[src/rtl/kf8253_program_sequencer.sv]
// Host-side bus master that turns one program/readback request into the 8253 chip-select/strobe sequence.
// Optional build macro KF8253_SEQ_QUEUE_EN adds a 2-entry request FIFO ahead of the sequencer.
module kf8253_program_sequencer #(
  parameter int WR_PULSE = 2,
  parameter int RD_PULSE = 2,
  parameter int RECOVERY = 1
) (
  input  logic        clock,
  input  logic        reset,
  input  logic        req_valid,
  output logic        req_ready,
  input  logic        req_op,
  input  logic [1:0]  req_counter,
  input  logic [1:0]  req_rw_mode,
  input  logic [2:0]  req_mode,
  input  logic        req_bcd,
  input  logic [15:0] req_count,
  output logic        rsp_valid,
  input  logic        rsp_ready,
  output logic [15:0] rsp_data,
  output logic        rsp_error,
  output logic        chip_select_n,
  output logic        read_enable_n,
  output logic        write_enable_n,
  output logic [1:0]  address,
  output logic [7:0]  data_out,
  input  logic [7:0]  data_in
);

  typedef enum logic [2:0] {IDLE, SETUP, STROBE, HOLD, RECOVER, RESP} state_t;

  localparam logic [7:0] WR_LAST  = 8'(WR_PULSE - 1);
  localparam logic [7:0] RD_LAST  = 8'(RD_PULSE - 1);
  localparam logic [7:0] REC_LAST = 8'(RECOVERY - 1);

  state_t      state;
  logic        rst_done;
  logic [7:0]  cnt;
  logic [1:0]  idx;
  logic [1:0]  last_idx;
  logic        cur_read;

  logic        f_op;
  logic [1:0]  f_counter;
  logic [1:0]  f_rw;
  logic [2:0]  f_mode;
  logic        f_bcd;
  logic [15:0] f_count;

  logic [24:0] req_word;
  logic [24:0] src_word;
  logic        src_valid;
  logic        src_op;
  logic [1:0]  src_counter;
  logic [1:0]  src_rw;
  logic [2:0]  src_mode;
  logic        src_bcd;
  logic [15:0] src_count;
  logic        start;
  logic [10:0] first_info;
  logic [10:0] next_info;

  // Access descriptor {is_read, address, write byte} for position ix of a request's bus sequence.
  function automatic logic [10:0] access_info(input logic op, input logic [1:0] ctr,
                                              input logic [1:0] rw, input logic [2:0] mode,
                                              input logic bcd, input logic [15:0] count,
                                              input logic [1:0] ix);
    logic [10:0] r;
    if (ix == 2'd0)
      r = {1'b0, 2'd3, op ? {ctr, 6'd0} : {ctr, rw, mode, bcd}};
    else if (!op)
      r = {1'b0, ctr, (ix == 2'd1 && rw != 2'b10) ? count[7:0] : count[15:8]};
    else
      r = {1'b1, ctr, 8'd0};
    return r;
  endfunction

  function automatic logic [1:0] last_access(input logic op, input logic [1:0] rw);
    if (!op)
      return (rw == 2'b00) ? 2'd0 : ((rw == 2'b11) ? 2'd2 : 2'd1);
    return (rw == 2'b01 || rw == 2'b10) ? 2'd1 : 2'd2;
  endfunction

  assign req_word = {req_op, req_counter, req_rw_mode, req_mode, req_bcd, req_count};
  assign {src_op, src_counter, src_rw, src_mode, src_bcd, src_count} = src_word;
  assign start = (state == IDLE) && src_valid;

`ifdef KF8253_SEQ_QUEUE_EN
  logic [24:0] fifo_q [2];
  logic [1:0]  fifo_cnt;
  logic        push;

  assign req_ready = rst_done && (fifo_cnt != 2'd2);
  assign push      = req_valid && req_ready;
  assign src_valid = (fifo_cnt != 2'd0);
  assign src_word  = fifo_q[0];

  always_ff @(posedge clock or posedge reset) begin
    if (reset)
      fifo_cnt <= 2'd0;
    else
      fifo_cnt <= fifo_cnt + {1'b0, push} - {1'b0, start};
  end

  // A pop with one entry and a simultaneous push lands the new request straight in the head slot.
  always_ff @(posedge clock) begin
    if (start)
      fifo_q[0] <= (fifo_cnt == 2'd1) ? req_word : fifo_q[1];
    else if (push && fifo_cnt == 2'd0)
      fifo_q[0] <= req_word;
    if (push && (fifo_cnt == 2'd2 || (fifo_cnt == 2'd1 && !start)))
      fifo_q[1] <= req_word;
  end
`else
  assign req_ready = rst_done && (state == IDLE);
  assign src_valid = req_valid && req_ready;
  assign src_word  = req_word;
`endif

  always_ff @(posedge clock) begin
    if (start)
      {f_op, f_counter, f_rw, f_mode, f_bcd, f_count} <= src_word;
  end

  assign first_info = access_info(src_op, src_counter, src_rw, src_mode, src_bcd, src_count, 2'd0);
  assign next_info  = access_info(f_op, f_counter, f_rw, f_mode, f_bcd, f_count, idx + 2'd1);

  always_ff @(posedge clock or posedge reset) begin
    if (reset) begin
      state          <= IDLE;
      rst_done       <= 1'b0;
      chip_select_n  <= 1'b1;
      read_enable_n  <= 1'b1;
      write_enable_n <= 1'b1;
      address        <= 2'd0;
      data_out       <= 8'd0;
      rsp_valid      <= 1'b0;
      rsp_data       <= 16'd0;
      rsp_error      <= 1'b0;
      cnt            <= 8'd0;
      idx            <= 2'd0;
      last_idx       <= 2'd0;
      cur_read       <= 1'b0;
    end else begin
      rst_done <= 1'b1;
      case (state)
        IDLE: begin
          if (start) begin
            rsp_data <= 16'd0;
            idx      <= 2'd0;
            last_idx <= last_access(src_op, src_rw);
            if (src_counter == 2'd3) begin
              rsp_error <= 1'b1;
              rsp_valid <= 1'b1;
              state     <= RESP;
            end else begin
              rsp_error     <= 1'b0;
              cur_read      <= first_info[10];
              address       <= first_info[9:8];
              data_out      <= first_info[7:0];
              chip_select_n <= 1'b0;
              state         <= SETUP;
            end
          end
        end
        SETUP: begin
          cnt <= 8'd0;
          if (cur_read)
            read_enable_n <= 1'b0;
          else
            write_enable_n <= 1'b0;
          state <= STROBE;
        end
        STROBE: begin
          if (cnt == (cur_read ? RD_LAST : WR_LAST)) begin
            read_enable_n  <= 1'b1;
            write_enable_n <= 1'b1;
            // First read of an LSB-carrying mode fills the low byte; everything else lands high.
            if (cur_read) begin
              if (idx == 2'd1 && f_rw != 2'b10)
                rsp_data[7:0] <= data_in;
              else
                rsp_data[15:8] <= data_in;
            end
            state <= HOLD;
          end else begin
            cnt <= cnt + 8'd1;
          end
        end
        HOLD: begin
          chip_select_n <= 1'b1;
          cnt           <= 8'd0;
          if (idx == last_idx) begin
            rsp_valid <= 1'b1;
            state     <= RESP;
          end else begin
            state <= RECOVER;
          end
        end
        RECOVER: begin
          if (cnt == REC_LAST) begin
            idx           <= idx + 2'd1;
            cur_read      <= next_info[10];
            address       <= next_info[9:8];
            data_out      <= next_info[7:0];
            chip_select_n <= 1'b0;
            state         <= SETUP;
          end else begin
            cnt <= cnt + 8'd1;
          end
        end
        RESP: begin
          if (rsp_ready) begin
            rsp_valid <= 1'b0;
            state     <= IDLE;
          end
        end
        default: state <= IDLE;
      endcase
    end
  end

endmodule

[config.mk]
export PLATFORM = sky130hd
export DESIGN_NAME = kf8253_program_sequencer
export DESIGN_NICKNAME = d
export VERILOG_FILES = /design/src/rtl/kf8253_program_sequencer.sv
export SDC_FILE = /design/constraint.sdc
export NUM_CORES = 1
export LEC_CHECK = 0
export BUFFER_PORTS_ARGS = -buffer_cell sky130_fd_sc_hd__buf_2
export CORE_MARGIN = 2
export CORE_UTILIZATION = 59
export CTS_BUF_LIST = sky130_fd_sc_hd__clkbuf_4 sky130_fd_sc_hd__clkbuf_8 sky130_fd_sc_hd__clkbuf_16
export CTS_CLUSTER_SIZE = 30
export DETAILED_ROUTE_END_ITERATION = 10
export PLACE_DENSITY = 0.85
export SYNTH_ARGS = -nofsm -noshare
export SYNTH_HDL_FRONTEND = slang
export SYNTH_SLANG_ARGS = --single-unit
[constraint.sdc]
create_clock -name clock -period 3.8 [get_ports clock]
set_input_delay 0.57 -clock clock [delete_from_list [all_inputs] [get_ports clock]]
set_output_delay 0.57 -clock clock [all_outputs]
set_load 0.01 [all_outputs]
==> impl_metrics.json <==
{
  "status": "finished clean",
  "slew_headroom_pct": 33.8,
  "nNetsFinal": 405,
  "cp_max_fo": 23,
  "gp_congestion": 0.871,
  "hold_buffers": 0,
  "antenna_found_initial": 0,
  "hold_path.class": "in2reg",
  "crit_arrival_ns": 2.72,
  "cts_setup_buffers": 0,
  "synth_xor_area_share_pct": 0.774,
  "grt_use_met1_pct": 35.6,
  "h-tree-depth": 3,
  "netlist_instances": 294,
  "period_share_pct": 64.8,
  "cp.required_ns": 4.05,
  "yosysSeqAreaShare_pct": 57.6,
  "syn_area_um2": 3400,
  "synth_seq_cells": 73,
  "numPortBuffers": 68,
  "clk_path_buf_depth": 2,
  "numCtsBuffers": 9,
  "firstDrtPassIters": 4,
  "finClkSkew_ns": 0.0114,
  "grt_max_degree": 49,
  "top_usage_layer": "met1",
  "die-width_um": 79.9,
  "maxCapViolations": 0,
  "wirelength_um": 7030,
  "yosys.area_share.simple_pct": 15.8,
  "ir_drop_mv": 0.397,
  "grt_pass1_wl_um": 11500,
  "rsz0062_at_grt": "no",
  "synth_edf_count": 25,
  "hp-start": "req_count[2]",
  "cts.clk_slew.worst_paths_ns": 0.08,
  "grt_usage_pct": 24.1,
  "postCtsResizedCells": 0,
  "synthAdderAreaFrac_pct": 2.58,
  "power_density_nw_per_um2": 722,
  "dr.first_iter.drc_count": 245,
  "wl_per_cell_um": 16.1,
  "pre_cts_slack_ns": 1.33,
  "overflow": 0,
  "yosysUniqueCellTypes": 50,
  "critPathLaunchType": "register",
  "hold_viol_final": 0,
  "met3_usage_pct": 4.64,
  "worst_pin_slew_ns": 0.991,
  "synth.avg_cell_area_um2": 11.6,
  "clock_latency_ns": 0.35,
  "num_vias": 2556,
  "clock_sinks": 73,
  "synth_top_family_by_area": "compound AO/OA/AOI/OAI gates",
  "fin_crit_ns": 2.46,
  "fillers": 407,
  "ant_nets": 0,
  "setup_violations": 0,
  "core_um2": 5540,
  "final_common_cell": "buf_2",
  "vias_per_cell": 5.84,
  "p_leak_nw": 1.83,
  "die_h_um": 79.9,
  "dieArea_um2": 6380,
  "area_delta_synth_final_pct": 17.5,
  "dp_hpwl_um": 4800,
  "yosysWarnings": 0,
  "syn_nets": 338,
  "critical_path.startpoint": "cnt[2]",
  "cts_tree": "built",
  "synth_compound_area_share_pct": 17.9,
  "drv_slew": 0,
  "core.rowCount": 27,
  "grt_pass1_vias": 2352,
  "layout_setup_ws_ns": 1.34,
  "final-seq-area_um2": 1960,
  "met2_usage_pct": 34.3,
  "synthMuxAreaShare_pct": 1.51,
  "finalSetupTns_ns": 0,
  "reg2reg_from": "cnt[2]",
  "multi_input_area_um2": 1320,
  "mostFrequentLayoutCells": "68 x buf_2, 45 x dfrtp_1, 31 x nand2_1",
  "synthFlopType": "dfrtp_1",
  "pin_count": 69,
  "clockRootBuffer": "clkbuf_8",
  "drc": 0,
  "fmax_ghz": 0.406,
  "n_antenna_cell": 0,
  "initial_core_util_pct": 61.3,
  "synthArstFlopShare_pct": 65.8,
  "critical_path_class": "reg2reg",
  "layout-drive-gt1-share_pct": 29.5,
  "crit_path_end_kind": "register"
}
[state kept, by name (all words and copies together) (netlist names), 2 cells and up]
signal,flops
cnt,8
idx,2
address,2
f_mode,3
f_rw,2
f_count,16
data_out,8
rsp_data,16
f_counter,2
state,3
last_idx,2
[worst max-delay path, stage by stage (launching register included)]
cell	delay, ns
dfrtp_1	0.47
nor4_4	0.48
a41oi_1	0.19
or4_1	0.84
o31ai_1	0.39
[cell type report]
class,instances,area share (%)
clock buffer,9,3.10
clock inverter,7,2.92
inverter,11,1.03
multi-input combinational,197,33.0
sequential,73,49.0
tap,72,2.26
timing repair buffer,69,8.71
[per-stage QoR]
step	cells	hold WS (ns)	instance area, um^2	power, mW	util, %
2_1_floorplan	294	0.470	3400	1.89	-
3_3_place_gp	422	0.454	3750	2.12	67.7
3_5_place_dp	422	0.457	3750	2.15	67.7
4_1_cts	438	0.371	3990	2.89	72.0
5_1_grt	438	0.370	3990	3.08	72.0
6_report	438	0.384	3990	2.88	72.0
[final timing paths]
kind | to | slack, ns | depth (start not counted)
hold reg to reg | chip_select_n | 0.46 | 2
hold / removal | f_count[2] | 0.38 | 1
min in group asynchronous | rsp_data[14] | 0.45 | 2
setup / recovery | data_out[6] | 1.34 | 4
setup reg to reg | data_out[6] | 1.34 | 4
max in group asynchronous | rsp_valid | 2.73 | 2
[logic make-up after synthesis]
group                    Yosys count
AO/OA/AOI/OAI                     81
XOR/XNOR                           3
adder cells (fa/ha/maj)            7
buffers and inverters             24
flip-flops                        73
multiplexers                       5
other                              1
AND/OR/NAND/NOR                  100
[synth_stat cells (7+ instances only)]
cell type  number  area [um^2]
nor2_1         14         52.6
nand2_1        31          116
a22o_1         18          158
nor3_1          7         35.0
o21ai_2         9         78.8
nand3_1         7         35.0
nand2b_1        8         50.1
ha_1            7         87.6
and3_1          8         50.1
edfxtp_1       25          751
dfrtp_1        45         1130
a21oi_1        15         75.1
inv_1          11         41.3
o21ai_0        11         55.1
[layer usage]
metal / share of wire, % / up-vias
met1: 46 / 1227
met2: 47 / 89
met3: 5.1 / 16
met4: 2.4 / 0
met5: 0 / -
li1: - / 1224
[power breakdown]
| group | total, mW | switching (mW) | internal, mW |
|---|---|---|---|
| Combinational | 0.970 | 0.574 | 0.396 |
| Sequential | 1.18 | 0.166 | 1.01 |
| Clock | 0.735 | 0.299 | 0.436 |
| Total | 2.88 | 1.04 | 1.84 |
(Power assumes the default switching activity.)
